**config.mk**
```make
export PLATFORM = sky130hd
export DESIGN_NAME = result_combiner
export DESIGN_NICKNAME = d
export VERILOG_FILES = /design/src/rtl/calc_pkg.sv /design/src/rtl/masked_or_reduce.sv /design/src/rtl/result_combiner.sv
export SDC_FILE = /design/constraint.sdc
export NUM_CORES = 1
export LEC_CHECK = 0
export BUFFER_PORTS_ARGS = -buffer_cell sky130_fd_sc_hd__clkbuf_2
export CORE_MARGIN = 3
export CORE_UTILIZATION = 35
export CTS_CLUSTER_DIAMETER = 40
export DETAILED_ROUTE_END_ITERATION = 12
export GPL_ROUTABILITY_DRIVEN = 0
export PLACE_DENSITY = 0.69
export SETUP_SLACK_MARGIN = 0.1
export SYNTH_ARGS = -nofsm -noshare
export SYNTH_HDL_FRONTEND = slang
export SYNTH_SLANG_ARGS = --single-unit
```
**constraint.sdc**
```tcl
create_clock -name clk -period 1.5 [get_ports clk]
set_input_delay 0.15 -clock clk [delete_from_list [all_inputs] [get_ports clk]]
set_output_delay 0.15 -clock clk [all_outputs]
set_load 0.005 [all_outputs]
```
**src/rtl/calc_pkg.sv**
```systemverilog
// Shared constants, FSM state type and helpers for the result-merge path.
// Latency: n/a (declarations only).
// Backpressure: n/a.
package calc_pkg;

    localparam int CALC_W = 8;
    localparam int CALC_N = 4;

    typedef enum logic {
        EMPTY = 1'b0,
        FULL  = 1'b1
    } state_t;

    // True when more than one bit of the (zero-extended) valid mask is set.
    function automatic logic multi_hot(input logic [15:0] v);
        int unsigned cnt;
        cnt = 0;
        for (int i = 0; i < 16; i++) begin
            cnt += 32'(v[i]);
        end
        return (cnt > 1);
    endfunction

endpackage

```
**src/rtl/masked_or_reduce.sv**
```systemverilog
// Masks each channel with its valid bit and ORs all channels together; flags multi-valid.
// Latency: combinational, zero cycles.
// Backpressure: none, pure function of its inputs.
module masked_or_reduce
    import calc_pkg::*;
#(
    parameter int N = CALC_N,
    parameter int W = CALC_W
) (
    input  logic [N*W-1:0] i_data,
    input  logic [N-1:0]   i_valid,
    output logic [W-1:0]   o_merged,
    output logic           o_collision
);

    // Invalid channels contribute nothing, whatever their data lines carry.
    always_comb begin
        o_merged = '0;
        for (int k = 0; k < N; k++) begin
            o_merged = o_merged | (i_data[k*W +: W] & {W{i_valid[k]}});
        end
    end

    assign o_collision = multi_hot(16'(i_valid));

endmodule

```
**src/rtl/result_combiner.sv**
```systemverilog
// Merges N valid/data result channels by OR into a one-entry valid/ready output register; counts collisions.
// Latency: 1 cycle from accept to out_valid. Optional out_parity port under RESULT_PARITY_EN.
// Backpressure: in_ready = EMPTY | out_ready; full throughput via same-edge drain and replace.
module result_combiner
    import calc_pkg::*;
#(
    parameter int N     = CALC_N,
    parameter int W     = CALC_W,
    parameter int CNT_W = 8
) (
    input  logic             clk,
    input  logic             rst_n,
    input  logic             clr,
    input  logic [N-1:0]     in_valid,
    input  logic [N*W-1:0]   in_data,
    output logic             in_ready,
    output logic             out_valid,
    output logic [W-1:0]     out_data,
    output logic             out_collision,
`ifdef RESULT_PARITY_EN
    output logic             out_parity,
`endif
    input  logic             out_ready,
    output logic [CNT_W-1:0] err_count
);

    state_t           r_state;
    state_t           w_state_nxt;
    logic [W-1:0]     r_data;
    logic             r_collision;
    logic [CNT_W-1:0] r_err;
    logic [W-1:0]     w_merged;
    logic             w_collision;
    logic             w_accept;

    masked_or_reduce #(
        .N (N),
        .W (W)
    ) u_reduce (
        .i_data      (in_data),
        .i_valid     (in_valid),
        .o_merged    (w_merged),
        .o_collision (w_collision)
    );

    // Ready never looks at in_valid, so upstream can use it without a comb loop.
    assign in_ready = (r_state == EMPTY) | out_ready;
    assign w_accept = (|in_valid) & in_ready;

    // State register; clr behaves as a synchronous reset.
    always_ff @(posedge clk or negedge rst_n) begin
        if (!rst_n) begin
            r_state <= EMPTY;
        end else if (clr) begin
            r_state <= EMPTY;
        end else begin
            r_state <= w_state_nxt;
        end
    end

    // Next state and output valid: accept wins over drain so a same-edge replace stays FULL.
    always_comb begin
        w_state_nxt = r_state;
        out_valid   = (r_state == FULL);
        if (w_accept) begin
            w_state_nxt = FULL;
        end else if ((r_state == FULL) && out_ready) begin
            w_state_nxt = EMPTY;
        end
    end

    // Result register loads only on accept; it simply holds while draining.
    always_ff @(posedge clk or negedge rst_n) begin
        if (!rst_n) begin
            r_data      <= '0;
            r_collision <= 1'b0;
        end else if (clr) begin
            r_data      <= '0;
            r_collision <= 1'b0;
        end else if (w_accept) begin
            r_data      <= w_merged;
            r_collision <= w_collision;
        end
    end

    // Saturating collision counter, cleared only by reset or clr.
    always_ff @(posedge clk or negedge rst_n) begin
        if (!rst_n) begin
            r_err <= '0;
        end else if (clr) begin
            r_err <= '0;
        end else if (w_accept && w_collision && (r_err != {CNT_W{1'b1}})) begin
            r_err <= r_err + 1'b1;
        end
    end

    assign out_data      = r_data;
    assign out_collision = r_collision;
    assign err_count     = r_err;

`ifdef RESULT_PARITY_EN
    logic r_parity;

    // Parity bit travels with the data register.
    always_ff @(posedge clk or negedge rst_n) begin
        if (!rst_n) begin
            r_parity <= 1'b0;
        end else if (clr) begin
            r_parity <= 1'b0;
        end else if (w_accept) begin
            r_parity <= ^w_merged;
        end
    end

    assign out_parity = r_parity;
`endif

endmodule

```
Word-level counts from Yosys, hierarchy flattened
Index checks and enable logic that the tools add are counted.
{"block": "word_totals", "output_inout_bits": 19, "regBits": 18, "input_bits": 40}
{"block": "op_classes", "addsub": 4, "n_eq_ne": 1, "n_mux": 9, "n_lt_le_gt_ge": 1, "reduce_logical": 7, "bitwise": 10}
{"op": "adder 32 x 1 -> 32 bit", "n": 2}
{"op": "bitwise AND 8 bit", "n": 4}
{"op": "greater-than comparator 32 x 1 -> 1 bit, second input constant", "n": 1}
{"op": "two-way mux 8 bit", "n": 4}
{"op": "bitwise OR 8 bit", "n": 3}
{"op": "adder 8 x 1 -> 8 bit, second input constant", "n": 1}
{"op": "!= test 8 bit, second input constant", "n": 1}
{"op": "two-way mux 1 bit", "n": 5}
{"op": "nonzero test 2 bit", "n": 2}
{"op": "OR reduction 4 bit", "n": 1}
{"op": "logical AND 1 bit", "n": 3}
{"op": "nonzero test 3 bit", "n": 1}
{"op": "adder 1 x 1 -> 2 bit", "n": 1}
{"op": "bitwise AND 1 bit", "n": 1}
{"op": "NOT 1 bit", "n": 1}
{"op": "bitwise OR 1 bit", "n": 1}

Depth between registers and ports, before layout
{"block": "depth", "depth_word": 8, "depth_mapped": 8, "mapped_depth_nobuf": 7}

Cells and area by module
Synthesis repeated with hierarchy kept, for this count alone.
{"block": "unflattened", "cells_unflattened": 114, "area_unflattened_um2": 1098.6}
{"module": "result_combiner", "seq_area_each_um2": 450.4, "n_inst": 1, "area_per_inst_um2": 882.1, "cells_per_inst": 83}
{"module": "masked_or_reduce", "seq_area_each_um2": 0.0, "n_inst": 1, "area_per_inst_um2": 216.5, "cells_per_inst": 31}

Worst setup path before layout
OpenSTA, ideal clock, no wires.
{"block": "synth_path", "kind": "in2reg", "start": "in in_valid[0]", "end": "reg r_err[5] (netlist: err_count[5])", "path_buffers": 1, "arrival_time_ns": 1.808, "required_ns": 1.375, "slack_ns": -0.433, "path_stages": 8, "path_cell_list": "clkbuf_1 inv_1 ha_1 ha_1 a211o_1 nand3_2 nor4_1 mux2_2"}
{"block": "synth_between", "elab_chain_len": 7, "elab_cells_between_ends": 9, "classes_between": "3 x add/sub; 1 x order compare; 1 x bitwise; 4 x reduce/logical"}
{"element": "from (decl)", "line_no": "result_combiner.sv:14", "rtl": "input logic [N-1:0] in_valid,"}
{"element": "adder 1 x 1 -> 2 bit", "line_no": "calc_pkg.sv:19", "rtl": "cnt += 32'(v[i]);"}
{"element": "adder 32 x 1 -> 32 bit (2 in series)", "line_no": "calc_pkg.sv:19"}
{"element": "greater-than comparator 32 x 1 -> 1 bit", "line_no": "calc_pkg.sv:21", "rtl": "return (cnt > 1);"}
{"element": "logical AND 1 bit (*) (2 in series)", "line_no": "result_combiner.sv:92", "rtl": "end else if (w_accept && w_collision && (r_err != {CNT_W{1'b1}})) begin"}
{"element": "nonzero test 2 bit (no line) (*)"}
{"element": "to (signal assigned)", "line_no": "result_combiner.sv:93", "rtl": "r_err <= r_err + 1'b1;"}
{"element": "to (decl)", "line_no": "result_combiner.sv:31", "rtl": "logic [CNT_W-1:0] r_err;"}
Mark *: on every way between the ends. The rest lies on a longest branch, timed or not.
A chain may end at the register's enable or synchronous reset.

Worst setup path in the final report
{"block": "layout_path", "start": "reg r_err[3] (netlist: err_count[3])", "end": "reg r_err[3] (netlist: err_count[3])"}
{"block": "layout_between", "elab_chain_len": 3, "elab_cells_between_ends": 6, "classes_between": "1 x add/sub; 1 x eq/ne; 2 x mux; 2 x reduce/logical"}
{"element": "adder 8 x 1 -> 8 bit / != test 8 bit (equally long branches)", "line_no": "result_combiner.sv:93, result_combiner.sv:92"}
{"element": "two-way mux 8 bit / logical AND 1 bit (equally long branches)", "line_no": "result_combiner.sv:92"}
{"element": "two-way mux 8 bit / nonzero test 2 bit (equally long branches)"}
Parallel ways exist; a longest one is shown, timed or not. The select of a mux whose other input is x is not followed.

==> run_results.csv <==
group,metric,value,unit
cts,cts_max_level,1,
power_and_ir_drop,cellLeakagePower,0.8129,nW
timing,slew_headroom,69.02,%
synthesis,synth_compound_area_share,25.49,%
synthesis,syn_area,1085,µm²
global_route,grt_overflow,0,
detailed_routing,wire_per_inst,14.41,µm
detailed_routing,route.detailed.vias_per_inst,5.527,
synthesis,synthCells,114,
worst_setup_path,worst_setup_path_end_kind,"flip-flop",
synthesis,syn_avg_cell_area,9.516,µm²
die,die_y,61.67,µm
synthesis,synth_cell_type_count,33,
power_and_ir_drop,powerDensity,699.4,nW/µm²
timing,tightest_slew,0.4648,ns
synthesis,synth-xor-area-share,0,%
detailed_routing,wl,3171,µm
synthesis,yosys_warnings,0,
global_route,antenna_found_initial,0,
layout,layout_commonest_cell,"clkbuf_2",
die,io_pins,59,
detailed_routing,firstDrtPassIters,4,
cts,clk_pin_slew,0.11,ns
synthesis,synthAdderAreaFrac,4.614,%
flow_run,drv_cap,0,
worst_setup_path,crit_buf_inv,0,
layout,nets,234,
global_route,grt_max_degree,22,
placement,hpwl,2415,µm
cts,clk_latency,0.30,ns
timing,finalSetupViolations,0,
detailed_routing,drc_errors,0,
cts,clkSinkCount,18,
worst_setup_path,worstPathMaxFanout,4,
layout,area_growth,53.63,%
timing,slew_viol_final,0,
cts,cts_buffers,3,
die,rows,19,
worst_setup_path,required,1.72,ns
timing,fin_crit_sh,94.58,%
hold_path,hp-class,"primary input to flip-flop",
cts,cts_tree,"built",
worst_setup_path,cp.arrival,1.64,ns
timing,hold_viol,0,
worst_setup_path,crit_path_max_incr_delay,0.48,ns
detailed_routing,antenna_left,0,
timing,period_needed,1.419,ns
placement,dp.cells,211,
timing,rsz0062_at_grt,"yes",
worst_setup_path,crit_path_start_kind,"flip-flop",
layout,instances_no_fill,220,
detailed_routing,num_vias,1216,
placement,portBuffers,58,
global_route,grt_pass1_vias,1181,
timing,clock_skew,0.003797,ns
synthesis,syn_nets,158,
die,fp.dieW,61.67,µm
global_route,grt_usage,17.19,%
worst_setup_path,slowest_stage,"or4_1",
cts,clockBufferDepth,2,
synthesis,synth-seq-cells,18,
outcome,status,"finished clean",
power_and_ir_drop,power,0.001166,W
synthesis,yosys-mux-area-fraction,3.922,%
synthesis,yosys.area_share.simple,19.49,%
synthesis,yosysSeqAreaShare,41.52,%
die,die_area,3803,µm²
worst_setup_path,path_delay_family,"simple AND/OR/NAND/NOR gates",
power_and_ir_drop,vdd_drop_max,0.4015,mV
layout,final_cell_mix,"56 x clkbuf_2, 19 x buf_4, 18 x dfrtp_1, 16 x a22oi_1, 15 x nor2_1",
detailed_routing,drtIter0Drc,56,
layout,antenna_cells,0,
timing,fmax,704.9,MHz
worst_setup_path,crit_type,"flip-flop to flip-flop",
global_route,grt_pass1_wl,4968,µm
layout,drive_above_1_share,53.44,%
die,start_util,38.03,%
timing,hold_slack,0.1971,ns
worst_setup_path,crit_chain,"nand4_1 -> nor2_1 -> or4_1 -> a21oi_1",
cts,cts_root_buf,"clkbuf_4",
die,coreArea,2853,µm²
synthesis,synth_top_family_by_area,"compound AO/OA/AOI/OAI gates",
worst paths after layout:
kind / from / endpoint / cells past startpoint / slack (ns)
hold reg to reg: out_collision$_DFFE_PN0P_ / out_collision$_DFFE_PN0P_ / 2 / 0.57
hold / removal: in_data[26] / out_data[2]$_DFFE_PN0P_ / 3 / 0.20
max in group asynchronous: rst_n / out_data[1]$_DFFE_PN0P_ / 2 / 0.86
setup reg to reg: err_count[3]$_DFFE_PN0P_ / err_count[3]$_DFFE_PN0P_ / 4 / 0.08
min in group asynchronous: rst_n / err_count[6]$_DFFE_PN0P_ / 2 / 0.32
setup / recovery: err_count[3]$_DFFE_PN0P_ / err_count[3]$_DFFE_PN0P_ / 4 / 0.08
registers in the layout (all words and copies together) (netlist names):
| register | count |
|---|---|
| err_count | 8 |
| out_data | 8 |
| out_collision | 1 |
| out_valid | 1 |
per-layer routing:
layer / up-vias / track usage, % / share of wire (%)
li1: 586 / - / -
met1: 574 / 21.64 / 42
met2: 52 / 29.60 / 50
met3: 4 / 4.403 / 7.6
met4: 0 / 3.636 / 0.85
met5: - / 0 / 0
Yosys cell counts:
master     n  share of area [%]
dfrtp_1   18                 42
a22oi_1   16                 11
nor2_1    16                5.5
a311oi_1   9                7.3
a21oi_1    5                2.3
clkbuf_1   4                1.4
ha_1       4                4.6
inv_1      3                1.0
nand2_1    3                1.0
nand3_1    3                1.4
nor2b_1    3                1.7
nor3_1     3                1.4
o21ai_0    3                1.4
mux2_2     2                2.1
mux2i_1    2                1.8
nand2b_1   2                1.2
nand4_1    2                1.2
a211o_1    1               0.81
a211oi_2   1                1.2
a41oi_1    1               0.81
and3_1     1               0.58
and3_4     1                1.0
buf_2      1               0.46
buf_4      1               0.69
buf_6      1                1.0
inv_2      1               0.35
nand3_2    1               0.92
nor2_2     1               0.58
nor3b_1    1               0.69
nor4_1     1               0.58
o31ai_1    1               0.69
or3b_4     1                1.0
or4_1      1               0.69
layout make-up:
cell class,instances,area [µm²]
Inverter,4,17.52
Multi-Input combinational cell,85,664.4
Fill cell,253,1186
Sequential cell,18,450.4
Clock buffer,4,36.28
Timing Repair Buffer,78,459.2
Tap cell,31,38.79
metrics by stage:
step / area [µm²] / TNS, ns / util (%) / worst slack [ns]
floorplan: 1172 / -0.8365 / - / -0.1697
CTS: 1604 / 0 / 56.23 / 0.05869
global placement: 1533 / -1.247 / 53.73 / -0.2107
global route: 1667 / 0 / 58.42 / 0.02623
finish: 1667 / 0 / 58.42 / 0.08131
detailed placement: 1533 / -1.254 / 53.73 / -0.2128
cells by family (layout without fill, tap and decap cells):
family	count (synthesis)	count (layout)
AND/OR/NAND/NOR	40	40
multiplexers	4	4
adder cells (fa/ha/maj)	4	4
flip-flops	18	18
AO/OA/AOI/OAI	37	37
buffers and inverters	11	86
report_power, final:
part	total, W	internal (W)	switching (W)
combinational	0.000321	0.000166	0.000156
clock	0.000309	0.000148	0.000161
sequential	0.000535	0.000517	0.0000179
what timing repair did:
| action | CTS | global route |
|---|---|---|
| hold buffers | 1 | 0 |
| hold endpoints to repair | 18 | 0 |
| resized for setup | 2 | 10 |
| setup endpoints to repair | 3 | 7 |
| buffers inserted | 2 | 2 |
| pin swaps | 2 | 2 |
| cloned | 0 | 0 |
worst register-to-register path: cells and delay by family (launching register included):
family             cells  cell delay, ns
and+or+nand+nor        3            0.79
DFF                    1            0.43
AOI/OAI and AO/OA      1            0.13
(Power assumes the default switching activity.)
